File: src/rtl/ctrl_pipe_unit_pkg.sv
// Shared pipeline header types: opcodes, ALU/MDU operations and the
// ID/EX control bundle carried from decode into execute.
package pipeline_hdrs;

    typedef enum logic [6:0] {
        R_TYPE     = 7'b0110011,
        I_TYPE     = 7'b0010011,
        L_TYPE     = 7'b0000011,
        S_TYPE     = 7'b0100011,
        B_TYPE     = 7'b1100011,
        LUI_TYPE   = 7'b0110111,
        AUIPC_TYPE = 7'b0010111,
        JAL_TYPE   = 7'b1101111,
        JALR_TYPE  = 7'b1100111,
        CSR_TYPE   = 7'b1110011
    } opcode_type_e;

    typedef enum logic [3:0] {
        ALU_NULL, ALU_ADD, ALU_SUB, ALU_SLL,
        ALU_SLT, ALU_SLTU, ALU_XOR, ALU_SRL,
        ALU_SRA, ALU_OR, ALU_AND, ALU_PASSB
    } alu_op_e;

    typedef enum logic [2:0] {
        MDU_MUL, MDU_MULH, MDU_MULHSU, MDU_MULHU,
        MDU_DIV, MDU_DIVU, MDU_REM, MDU_REMU
    } mdu_op_e;

    typedef enum logic [1:0] {
        SEQ_IDLE, SEQ_BUSY, SEQ_DONE
    } seq_state_e;

    typedef struct packed {
        alu_op_e    alu_op;
        logic       reg_wr;
        logic       sel_a;
        logic       sel_b;
        logic [2:0] rd_ctrl;
        logic [2:0] wr_ctrl;
        logic [1:0] wb_sel;
        logic [2:0] br_type;
        logic       is_jump;
        logic       is_mret;
        logic       csr_wr_req;
        logic       csr_reg_rd;
    } ctrl_bundle_t;

    localparam logic [2:0] RD_NONE = 3'h3;
    localparam logic [2:0] WR_NONE = 3'h7;
    localparam logic [2:0] BR_NONE = 3'b011;

    localparam logic [1:0] WB_ALU = 2'b00;
    localparam logic [1:0] WB_MEM = 2'b01;
    localparam logic [1:0] WB_PC4 = 2'b10;
    localparam logic [1:0] WB_CSR = 2'b11;

    localparam logic [6:0] F7_BASE   = 7'h00;
    localparam logic [6:0] F7_ALT    = 7'h20;
    localparam logic [6:0] F7_MULDIV = 7'h01;
    localparam logic [6:0] F7_MRET   = 7'h18;

    localparam ctrl_bundle_t CTRL_NOP = '{
        alu_op:     ALU_NULL,
        reg_wr:     1'b0,
        sel_a:      1'b0,
        sel_b:      1'b0,
        rd_ctrl:    RD_NONE,
        wr_ctrl:    WR_NONE,
        wb_sel:     WB_ALU,
        br_type:    BR_NONE,
        is_jump:    1'b0,
        is_mret:    1'b0,
        csr_wr_req: 1'b0,
        csr_reg_rd: 1'b0
    };

    // Base integer op for a func3 (alternate func7 forms handled by caller)
    function automatic alu_op_e base_alu(input logic [2:0] f3);
        alu_op_e op;
        unique case (f3)
            3'b000:  op = ALU_ADD;
            3'b001:  op = ALU_SLL;
            3'b010:  op = ALU_SLT;
            3'b011:  op = ALU_SLTU;
            3'b100:  op = ALU_XOR;
            3'b101:  op = ALU_SRL;
            3'b110:  op = ALU_OR;
            default: op = ALU_AND;
        endcase
        return op;
    endfunction

endpackage

File: src/rtl/ctrl_pipe_unit_mdu_seq.sv
// Multi-cycle MUL/DIV sequencer: counts EX occupancy, holds the front end
// while busy and emits start / writeback pulses.
module mdu_seq
    import pipeline_hdrs::*;
#(
    parameter int MUL_CYCLES = 3,
    parameter int DIV_CYCLES = 33,
    parameter int CNT_W      = $clog2(DIV_CYCLES + 1)
) (
    input  logic clk,
    input  logic rst_n,
    input  logic start,
    input  logic is_div,
    input  logic flush,
    output logic busy,
    output logic wb_pulse,
    output logic start_pulse
);

    localparam logic [CNT_W-1:0] MUL_LOAD = CNT_W'(MUL_CYCLES - 1);
    localparam logic [CNT_W-1:0] DIV_LOAD = CNT_W'(DIV_CYCLES - 1);
    localparam bit MUL_ONE = (MUL_CYCLES == 1);
    localparam bit DIV_ONE = (DIV_CYCLES == 1);

    seq_state_e       state_q, state_d;
    logic [CNT_W-1:0] cnt_q, cnt_d;
    logic [CNT_W-1:0] launch_cnt;
    seq_state_e       launch_st;
    logic             start_q;

    assign launch_cnt = is_div ? DIV_LOAD : MUL_LOAD;
    assign launch_st  = (is_div ? DIV_ONE : MUL_ONE) ? SEQ_DONE : SEQ_BUSY;

    // State, counter and start pulse registers
    always_ff @(posedge clk or negedge rst_n) begin
        if (!rst_n) begin
            state_q <= SEQ_IDLE;
            cnt_q   <= '0;
            start_q <= 1'b0;
        end else begin
            state_q <= state_d;
            cnt_q   <= cnt_d;
            start_q <= start && !flush;
        end
    end

    // Next state: launch, count down, single DONE cycle; flush aborts
    always_comb begin
        state_d = state_q;
        cnt_d   = cnt_q;
        unique case (state_q)
            SEQ_IDLE: begin
                if (start) begin
                    state_d = launch_st;
                    cnt_d   = launch_cnt;
                end
            end
            SEQ_BUSY: begin
                if (cnt_q == '0) state_d = SEQ_DONE;
                else             cnt_d   = cnt_q - 1'b1;
            end
            SEQ_DONE: begin
                state_d = SEQ_IDLE;
                if (start) begin
                    state_d = launch_st;
                    cnt_d   = launch_cnt;
                end
            end
            default: begin
                state_d = SEQ_IDLE;
                cnt_d   = '0;
            end
        endcase
        if (flush) begin
            state_d = SEQ_IDLE;
            cnt_d   = '0;
        end
    end

    assign busy        = (state_q == SEQ_BUSY);
    assign wb_pulse    = (state_q == SEQ_DONE) && !flush;
    assign start_pulse = start_q;

endmodule

File: src/rtl/ctrl_pipe_unit.sv
// Registered ID-stage decode with RV32M support, ID/EX control register
// with stall/flush, and front-end hold for multi-cycle MUL/DIV.
module ctrl_pipe_unit
    import pipeline_hdrs::*;
#(
    parameter bit ENABLE_M   = 1'b1,
    parameter int MUL_CYCLES = 3,
    parameter int DIV_CYCLES = 33,
    parameter int CNT_W      = $clog2(DIV_CYCLES + 1)
) (
    input  logic         clk,
    input  logic         rst_n,
    input  logic         id_valid,
    input  opcode_type_e opcode,
    input  logic [2:0]   func3,
    input  logic [6:0]   func7,
    input  logic         stall_in,
    input  logic         flush,
    output ctrl_bundle_t ex_ctrl,
    output logic         ex_valid,
    output logic         ex_illegal,
    output mdu_op_e      mdu_op,
    output logic         mdu_start,
    output logic         mdu_wb,
    output logic         stall_out
);

    ctrl_bundle_t dec;
    logic         dec_ill;
    logic         dec_m;
    mdu_op_e      dec_mop;
    logic         seq_busy;
    logic         load_en;
    logic         seq_start;

    // Instruction decode; anything unrecognised collapses to NOP + illegal
    always_comb begin
        dec     = CTRL_NOP;
        dec_ill = 1'b0;
        dec_m   = 1'b0;
        dec_mop = MDU_MUL;
        unique case (1'b1)
            opcode == R_TYPE: begin
                dec.reg_wr = 1'b1;
                if (ENABLE_M && func7 == F7_MULDIV) begin
                    dec_m   = 1'b1;
                    dec_mop = mdu_op_e'(func3);
                end else if (func7 == F7_BASE) begin
                    dec.alu_op = base_alu(func3);
                end else if (func7 == F7_ALT && func3 == 3'b000) begin
                    dec.alu_op = ALU_SUB;
                end else if (func7 == F7_ALT && func3 == 3'b101) begin
                    dec.alu_op = ALU_SRA;
                end else begin
                    dec_ill = 1'b1;
                end
            end
            opcode == I_TYPE: begin
                dec.reg_wr = 1'b1;
                dec.sel_b  = 1'b1;
                dec.alu_op = base_alu(func3);
                if (func3 == 3'b001 && func7 != F7_BASE) dec_ill = 1'b1;
                if (func3 == 3'b101) begin
                    if (func7 == F7_ALT)       dec.alu_op = ALU_SRA;
                    else if (func7 != F7_BASE) dec_ill    = 1'b1;
                end
            end
            opcode == L_TYPE: begin
                dec.alu_op  = ALU_ADD;
                dec.reg_wr  = 1'b1;
                dec.sel_b   = 1'b1;
                dec.rd_ctrl = func3;
                dec.wb_sel  = WB_MEM;
                dec_ill = (func3 == 3'b011) || (func3[2:1] == 2'b11);
            end
            opcode == S_TYPE: begin
                dec.alu_op  = ALU_ADD;
                dec.sel_b   = 1'b1;
                dec.wr_ctrl = func3;
                dec_ill = (func3 > 3'b010);
            end
            opcode == B_TYPE: begin
                dec.alu_op  = ALU_SUB;
                dec.br_type = func3;
                dec_ill = (func3[2:1] == 2'b01);
            end
            opcode == LUI_TYPE: begin
                dec.alu_op = ALU_PASSB;
                dec.reg_wr = 1'b1;
                dec.sel_b  = 1'b1;
            end
            opcode == AUIPC_TYPE: begin
                dec.alu_op = ALU_ADD;
                dec.reg_wr = 1'b1;
                dec.sel_a  = 1'b1;
                dec.sel_b  = 1'b1;
            end
            opcode == JAL_TYPE: begin
                dec.alu_op  = ALU_ADD;
                dec.reg_wr  = 1'b1;
                dec.sel_a   = 1'b1;
                dec.sel_b   = 1'b1;
                dec.wb_sel  = WB_PC4;
                dec.is_jump = 1'b1;
            end
            opcode == JALR_TYPE: begin
                dec.alu_op  = ALU_ADD;
                dec.reg_wr  = 1'b1;
                dec.sel_b   = 1'b1;
                dec.wb_sel  = WB_PC4;
                dec.is_jump = 1'b1;
                dec_ill = (func3 != 3'b000);
            end
            opcode == CSR_TYPE: begin
                if (func3 == 3'b001) begin
                    dec.reg_wr     = 1'b1;
                    dec.wb_sel     = WB_CSR;
                    dec.csr_wr_req = 1'b1;
                    dec.csr_reg_rd = 1'b1;
                end else if (func3 == 3'b000 && func7 == F7_MRET) begin
                    dec.is_mret = 1'b1;
                end else begin
                    dec_ill = 1'b1;
                end
            end
            default: dec_ill = 1'b1;
        endcase
        if (dec_ill) begin
            dec     = CTRL_NOP;
            dec_m   = 1'b0;
            dec_mop = MDU_MUL;
        end
    end

    assign load_en   = !flush && !stall_in && !seq_busy;
    assign seq_start = load_en && id_valid && dec_m;

    // ID/EX register: flush beats stall/busy hold beats load
    always_ff @(posedge clk or negedge rst_n) begin
        if (!rst_n) begin
            ex_ctrl    <= CTRL_NOP;
            ex_valid   <= 1'b0;
            ex_illegal <= 1'b0;
            mdu_op     <= MDU_MUL;
        end else if (flush) begin
            ex_ctrl    <= CTRL_NOP;
            ex_valid   <= 1'b0;
            ex_illegal <= 1'b0;
            mdu_op     <= MDU_MUL;
        end else if (load_en) begin
            ex_ctrl    <= dec;
            ex_valid   <= id_valid;
            ex_illegal <= dec_ill && id_valid;
            mdu_op     <= dec_mop;
        end
    end

    mdu_seq #(
        .MUL_CYCLES (MUL_CYCLES),
        .DIV_CYCLES (DIV_CYCLES),
        .CNT_W      (CNT_W)
    ) u_seq (
        .clk         (clk),
        .rst_n       (rst_n),
        .start       (seq_start),
        .is_div      (func3[2]),
        .flush       (flush),
        .busy        (seq_busy),
        .wb_pulse    (mdu_wb),
        .start_pulse (mdu_start)
    );

    assign stall_out = seq_busy;

endmodule
File: config.mk
export PLATFORM = sky130hd
export DESIGN_NAME = ctrl_pipe_unit
export DESIGN_NICKNAME = d
export VERILOG_FILES = /design/src/rtl/ctrl_pipe_unit_pkg.sv /design/src/rtl/ctrl_pipe_unit_mdu_seq.sv /design/src/rtl/ctrl_pipe_unit.sv
export SDC_FILE = /design/constraint.sdc
export NUM_CORES = 1
export LEC_CHECK = 0
export ABC_CLOCK_PERIOD_IN_PS = 4700
export BUFFER_PORTS_ARGS = -buffer_cell sky130_fd_sc_hd__buf_2
export CORE_AREA = 2 2 73 75
export CTS_CLUSTER_DIAMETER = 80
export DETAILED_ROUTE_END_ITERATION = 7
export DIE_AREA = 0 0 75 77
export HOLD_SLACK_MARGIN = 0.15
export PLACE_DENSITY = 0.75
export SYNTH_ARGS = -nofsm -noshare
export SYNTH_HDL_FRONTEND = slang
export SYNTH_SLANG_ARGS = --single-unit
File: constraint.sdc
create_clock -name clk -period 4.7 [get_ports clk]
set_clock_uncertainty 0.1 [all_clocks]
set_input_delay 0 -clock clk [delete_from_list [all_inputs] [get_ports clk]]
set_output_delay 0 -clock clk [all_outputs]
set_load 0.05 [all_outputs]
==> impl_results.md, run 1 <==
- Worst hold endpoint: ex_ctrl[2]
- Cells along the critical path: nand2b_1 > clkinv_1 > nor2_1 > nand4_1 > dlygate4sd3_1 > o21ai_0 > dlygate4sd3_1
- H-tree depth: 2
- Worst R2R Path Depth: 7
- Area of the multi-input gates: between 1000 and 1500 µm²
- Worst Path Max Fanout: 9
- Vias/cell: between 5 and 6
- CP startpoint kind: register
- Clock network power share: about two fifths
- PwrDens: 250 nW/µm²
- Status: finished, final reports clean
- Post-Synth Adder-Cell Area: about 1.1%
- Synth async-reset ratio: 100%
- GP Congestion: between 0.8 and 0.9
- RSZ-0062 raised after global routing: no
- Reg2reg end: ex_ctrl[16]
- Root Buffer Master: clkbuf_8
- Warnings, synthesis: 0
- DRC viols: 0
- Clk_lat worst skew: roughly 0.28 ns
- Dpl cells: ~350
- Pre-Repair DR Iteration Count: 4
- Post-synth top flop: dfrtp_1
- Vias in the first global route: 1935
- Syn Nets: around 270
- Syn avg cell area: 9.03 µm²
- Number of synthesized flops with an enable pin: 0
- Nets: roughly 340
- Area grow syn2layout: 28.2%
- Crit path DAT: between 3 and 4 ns
- Period utilization: 64.7%
- Leakage: 1.19 nW
- Starting Density: 44.2%
- Comb pwr share: approximately 16%
- Seq/Total Area, Yosys: around two fifths
- Final setup TNS: 0 ns
- WL per Instance: between 15 and 20 µm
- Hold Crit Class: in -> reg
- Simple-gate share of the synthesized area: between 20% and 30%
- WS Path Type: reg -> reg
- Worst setup path startpoint: u_seq.state_q[0]
- Fill cell count: 450
- Maximum clock insertion buffer count: 2
- Max-slew headroom: just under 50%
- Routed Antenna Nets: 0
- Placed Instance Area: 2470 µm²
- Fin. max-slew vios: 0
- CTS clk-pin slew, worst paths: approximately 0.08 ns
- Mapped Cells: 244
- Peak supply drop: between 0.1 and 0.15 mV
- Worst path max stage delay: ~0.59 ns
- Worst Hold Depth: 4
- Wire length of the first global-routing pass: 9.58 mm
- CTS tree: yes
- Post-CTS Resized: 0
- Post-synthesis mux area share: less than 1%
- Starting DRT DRC Count: ~150
- CP Capture Type: register
- Total track usage: 21.6%
- Share of layout cells above drive strength 1: between 20% and 30%
- Largest net degree at the start of global routing: 36
- Port bufs: ~50
- Reg power frac: between 40 and 50%
- Worst Min Path Start: func7[1]
- Antenna violations before repair: 0
- WP data required: 4.82 ns
- Die Ht: between 70 and 80 µm
- Slowest stage cell, crit path: nor2_1
- Finish-stage setup viols: 0
- Mapped Area: about 2200 µm²
- Total Wirelength: slightly below 6 mm
- Minimum clock period: roughly 3.0 ns
- Synthesis-stage register bit count: 35
- Number of max-cap violations: 0
- Distinct cells, synth: 59
- # rows: 26
- Worst Tran Pin Value: 0.759 ns
- Final hold violations: 0
- RR Startpoint: u_seq.state_q[0]
- Largest family of logic cells by synthesized area: simple AND/OR/NAND/NOR gates
- Internal power: approximately 0.00052 W
- # clock sinks: 35
- Psw: 0.000184 W
- Layout Utilization: 56.7%
- Area share of xor/xnor cells in the synthesized design: 1.19%
- Fmax: about 330 MHz
- ANT cells: 0
- Sw Ratio: approximately a quarter
- Overflow after GRT: 0
- Io pins: 52
- Complex-gate fraction of the synthesized area: 23.4%
- DR vias: roughly 2.1k
- Core Footprint: 4980 µm²
- CP dominant cell by count: dlygate4sd3_1
- Full die area: roughly 5800 µm²
- Non-filler cells in the finished layout: about 380
- Post-DP HPWL: ~4 mm
- Flip-flop and latch area: about 900 µm²
- Total CTS buffers: 5
- Setup slack, reg-to-reg: approximately 1.7 ns
- Post-route design area: 2820 µm²
- Die width: 75 µm
per-stage QoR:
stage / setup slack, ns / total power, W / hold slack (ns)
after floorplan: 2.28 / 0.000383 / -0.396
after global placement: 2.55 / 0.000414 / 0.0124
after detailed placement: 2.44 / 0.000415 / 0.0339
after CTS: 1.67 / 0.000710 / 0.155
after global routing: 1.49 / 0.000738 / 0.173
final: 1.66 / 0.000705 / 0.160
worst max-delay path by stage:
stage / to / slack (ns) / depth (start not counted)
2_1_floorplan: u_seq.cnt_q[3] / 2.28 / 6
3_3_place_gp: u_seq.cnt_q[3] / 2.55 / 6
3_5_place_dp: u_seq.cnt_q[3] / 2.44 / 6
4_1_cts: ex_ctrl[16] / 1.67 / 7
5_1_grt: ex_ctrl[16] / 1.49 / 7
6_report: ex_ctrl[16] / 1.66 / 7
sequential cells by signal, indices dropped and copies added, names as in the netlist:
| name | cells |
|---|---|
| ex_valid | 1 |
| ex_illegal | 1 |
| u_seq.cnt_q | 6 |
| ex_ctrl | 21 |
| u_seq.start_pulse | 1 |
| u_seq.state_q | 2 |
| mdu_op | 3 |
cell families after synthesis:
| family | after synthesis |
|---|---|
| buffers and inverters | 22 |
| XOR/XNOR | 3 |
| AO/OA/AOI/OAI | 72 |
| flip-flops | 35 |
| multiplexers | 1 |
| adder cells (fa/ha/maj) | 2 |
| AND/OR/NAND/NOR | 109 |
cell type report:
cell class	instances	area share (%)
Tap cell	70	3.10
Clock inverter	2	1.24
Sequential cell	35	31.3
Multi-Input combinational cell	187	43.0
Inverter	7	0.931
Timing Repair Buffer	75	17.5
Clock buffer	6	2.93
power groups by stage:
stage	sequential, W	clock (W)	combinational (W)
2_1_floorplan	0.000320	0	0.0000633
3_3_place_gp	0.000316	0	0.0000971
3_5_place_dp	0.000316	0	0.0000992
4_1_cts	0.000311	0.000289	0.000110
5_1_grt	0.000312	0.000304	0.000122
6_report	0.000311	0.000283	0.000111
critical path, delay by kind of cell (launching register included):
| kind | cells | cell delay, ns |
|---|---|---|
| buffers and inverters | 3 | 1.38 |
| AOI/OAI and AO/OA | 1 | 0.12 |
| and+or+nand+nor | 3 | 0.93 |
| DFF | 1 | 0.44 |
synth_stat cells (4+ instances only):
cell / n / area [µm²]
o22a_1: 4 / 35.0
inv_1: 6 / 22.5
a32o_1: 5 / 50.1
clkbuf_1: 12 / 45.0
o21ai_0: 17 / 85.1
or2_2: 4 / 25.0
or3_1: 7 / 43.8
a21oi_1: 16 / 80.1
nand2b_1: 11 / 68.8
o31ai_1: 8 / 60.1
nand3_1: 5 / 25.0
nand2_1: 25 / 93.8
nor3_1: 9 / 45.0
a32oi_1: 4 / 35.0
dfrtp_1: 28 / 701
nor2_1: 20 / 75.1
dfstp_2: 7 / 184
what timing repair did:
| item | CTS | global route |
|---|---|---|
| setup buffers | 0 | 0 |
| hold buffers | 23 | 0 |
| endpoints found under the hold margin | 62 | 0 |
layer usage:
metal	vias to the layer above	wire length, µm	global-route usage [%]
met1	995	2730	31.8
met3	6	301	3.68
met4	0	97	7.14
met5	-	0	0
met2	76	2680	31.9
li1	1049	-	-
cell usage in the layout, fill, tap and decap left out, types with 3 or more instances in the layout:
| cell | instances |
|---|---|
| o31ai_1 | 8 |
| nor2_1 | 20 |
| inv_1 | 6 |
| nand3_1 | 5 |
| dfstp_2 | 7 |
| nor2b_1 | 3 |
| dfrtp_1 | 28 |
| nand4_1 | 3 |
| a21oi_1 | 16 |
| clkbuf_8 | 6 |
| nand2b_1 | 11 |
| or3_1 | 7 |
| nand2_1 | 25 |
| dlygate4sd3_1 | 23 |
| buf_2 | 51 |
| a32o_1 | 5 |
| xnor2_1 | 3 |
| nor3_1 | 9 |
| o22a_1 | 4 |
| o21ai_0 | 17 |
| a32oi_1 | 4 |
| or2_2 | 4 |
(Power assumes the default switching activity.)
==> run 2, diff against run 1 <==
--- a/config.mk
+++ b/config.mk
@@ -5,14 +5,15 @@
 export SDC_FILE = /design/constraint.sdc
 export NUM_CORES = 1
 export LEC_CHECK = 0
-export ABC_CLOCK_PERIOD_IN_PS = 4700
+export ABC_AREA = 1
+export ABC_CLOCK_PERIOD_IN_PS = 2700
 export BUFFER_PORTS_ARGS = -buffer_cell sky130_fd_sc_hd__buf_2
 export CORE_AREA = 2 2 73 75
 export CTS_CLUSTER_DIAMETER = 80
 export DETAILED_ROUTE_END_ITERATION = 7
 export DIE_AREA = 0 0 75 77
 export HOLD_SLACK_MARGIN = 0.15
-export PLACE_DENSITY = 0.75
+export PLACE_DENSITY = 0.78
 export SYNTH_ARGS = -nofsm -noshare
 export SYNTH_HDL_FRONTEND = slang
 export SYNTH_SLANG_ARGS = --single-unit
==> constraint.sdc (replaced) <==
create_clock -name clk -period 2.7 [get_ports clk]
set_clock_uncertainty 0.1 [all_clocks]
set_input_delay 0 -clock clk [delete_from_list [all_inputs] [get_ports clk]]
set_output_delay 0 -clock clk [all_outputs]
set_load 0.05 [all_outputs]
==> impl_results.md, run 2 <==
- Status: finished, final reports clean
- GP Congestion: about 0.9
- ANT cells: 0
- Warnings, synthesis: 0
- Final setup TNS: 0 ns
- Antenna violations before repair: 0
- Wire length of the first global-routing pass: about 9 mm
- Final hold violations: 0
- CTS tree: yes
- Final WS setup: about 0.18 ns
- Distinct cells, synth: 30
- Worst path max stage delay: about 0.57 ns
- Full die area: 5780 µm²
- Core Footprint: ~5000 µm²
- Finish-stage setup viols: 0
- WP data required: 2.82 ns
- Fmax: 397 MHz
- Nets: approximately 420
- Worst slack, placed: 0.848 ns
- Syn Nets: ~340
- Top cells by area, synth: dfrtp_1 32%, nand2_1 14%, dfstp_2 8.3%
- Largest net degree at the start of global routing: 36
- Routed Antenna Nets: 0
- Total track usage: 20.2%
- Number of synthesized flops with an enable pin: 0
- RR Startpoint: u_seq.state_q[1]
- Max-slew headroom: 49.7%
- # clock sinks: 35
- Maximum clock insertion buffer count: 2
- Top post-synthesis cells by count: 84 x nand2_1, 48 x nor2_1, 36 x inv_1
- Area grow syn2layout: 28.5%
- Most common cell after layout, fill and taps aside: nand2_1
- Overflow after GRT: 0
- Pre-Repair DR Iteration Count: 5
- Setup slack, reg-to-reg: between 0.4 and 0.5 ns
- Worst Path Max Fanout: 7
- PwrDens: 372 nW/µm²
- WL per Instance: approximately 12 µm
- Starting Density: between 40 and 50%
- Crit path DAT: 2.64 ns
- # rows: 26
- Synth async-reset ratio: 100%
- CP startpoint kind: primary input
- Synth area leader: dfrtp_1
- Syn avg cell area: between 6 and 7 µm²
- Share of layout cells above drive strength 1: 25.4%
- CP Capture Type: register
- Largest register by flop count: ex_ctrl
- Post-DP HPWL: 4.20 mm
- DRC viols: 0
- Max reg flops: 21
- DR vias: 2321
- Mapped Area: between 2000 and 2500 µm²
- Worst R2R Path Depth: 9
- Leakage: between 1 and 1.5 nW
- Root Buffer Master: clkbuf_8
- Worst Tran Pin Value: approximately 0.75 ns
- CP Buf/Inv Count: 5
- RSZ-0062 raised after global routing: no
- Die width: around 75 µm
- Fin. max-slew vios: 0
- Leading registers by flop count: ex_ctrl: 21 flops, u_seq.cnt_q: 6 flops, mdu_op: 3 flops
- Slowest stage cell, crit path: dlygate4sd3_1
- Io pins: between 50 and 60
- WS Path Type: in -> reg
- Worst hold endpoint: ex_ctrl[2]
- CP dominant cell by count: dlygate4sd3_1
- Minimum clock period: between 2 and 3 ns
- Cells along the critical path: dlygate4sd3_1 > buf_2 > inv_1 > nand3_1 > dlygate4sd3_1 > nor2_2 > nand2_1 > o31ai_1 > dlygate4sd3_1
- Layout Utilization: between 50% and 60%
- Worst Hold Depth: 5
- Hold Crit Class: in -> reg
- Port bufs: roughly 50
- Seq/Total Area, Yosys: 40.1%
- Most frequent cells in the layout: 84 x nand2_1, 51 x buf_2, 48 x nor2_1, 36 x inv_1, 28 x dfrtp_1
- Share of the synthesized area in the top cell type: between 30% and 40%
- Mapped Cells: about 320
- Total CTS buffers: 5
- CTS clk-pin slew, worst paths: about 0.07 ns
- Total Wirelength: approximately 5.6 mm
- Number of max-cap violations: 0
- Starting DRT DRC Count: 201
- Peak supply drop: ~0.25 mV
- Vias in the first global route: about 2.1k
- Reg2reg end: u_seq.cnt_q[5]
- Hold Slack: ~0.15 ns
- Crit-path leading delay family: buffers and inverters
- Clk_lat worst skew: ~0.28 ns
- Die Ht: approximately 77 µm
- Most common cell in the netlist: nand2_1
- Synthesis-stage register bit count: 35
- H-tree depth: 2
- Post-synth top flop: dfrtp_1
- Worst Min Path Start: opcode[0]
- Period utilization: 93.4%
- Vias/cell: 5.00
==> run 2: how the worst max path moves through the flow <==
stage,from,endpoint,slack [ns],cells past startpoint
floorplan,u_seq.state_q[1],ex_ctrl[11],1.12,10
global placement,u_seq.state_q[1],u_seq.cnt_q[5],0.96,8
detailed placement,u_seq.state_q[1],u_seq.cnt_q[5],0.85,8
CTS,opcode[3],ex_ctrl[18],0.17,14
global route,opcode[6],mdu_op[1],0.10,9
finish,opcode[6],mdu_op[0],0.18,9
==> run 2: power breakdown <==
part | switching, W | internal [W] | leakage [nW]
combinational | 0.000106 | 0.0000592 | 0.955
clock | 0.000175 | 0.000180 | 0.0412
sequential | 0.00000375 | 0.000530 | 0.462
total | 0.000285 | 0.000769 | 1.46
==> run 2: cell families after synthesis <==
group | count (synthesis) | synth area share [%]
simple gates | 195 | 39.8
compound gates | 37 | 9.59
flops | 35 | 40.1
buf+inv | 50 | 9.36
fa+ha+maj | 2 | 1.13
==> run 2: what timing repair did <==
action | 4_1_cts | 5_1_grt
buffers inserted | 0 | 3
gates resized for setup | 0 | 1
endpoints found under the setup margin | 0 | 4
hold buffers | 20 | 0
endpoints found under the hold margin | 53 | 0
==> run 2: per-stage QoR <==
| stage | power, W | instances | cell area (µm²) |
|---|---|---|---|
| 2_1_floorplan | 0.000632 | 319 | 2200 |
| 3_3_place_gp | 0.000679 | 433 | 2510 |
| 3_5_place_dp | 0.000683 | 433 | 2510 |
| 4_1_cts | 0.00106 | 461 | 2790 |
| 5_1_grt | 0.00111 | 464 | 2830 |
| 6_report | 0.00105 | 464 | 2830 |
==> run 2: layout make-up <==
class / instances / area, µm²
Timing Repair Buffer: 75 / 498
Sequential cell: 35 / 885
Tap cell: 70 / 87.6
Fill cell: 475 / 2140
Clock buffer: 6 / 72.6
Inverter: 42 / 158
Multi-Input combinational cell: 234 / 1120
Clock inverter: 2 / 12.5
==> run 2: layer usage <==
metal | vias to the layer above | share of wire [%] | GRT usage [%]
met5 | - | 0 | 0
met4 | 0 | 1.4 | 6.07
met3 | 9 | 6.8 | 4.07
met2 | 84 | 47 | 31.8
met1 | 1067 | 45 | 27.7
li1 | 1161 | - | -
==> run 2: worst register-to-register path: stages (launching register included) <==
cell           delay (ns)
dfrtp_1              0.36
inv_1                0.08
nand2_1              0.13
nand2_2              0.17
nor2_1               0.06
dlygate4sd3_1        0.58
nand3_1              0.11
inv_1                0.07
o22ai_2              0.28
o21ai_0              0.15
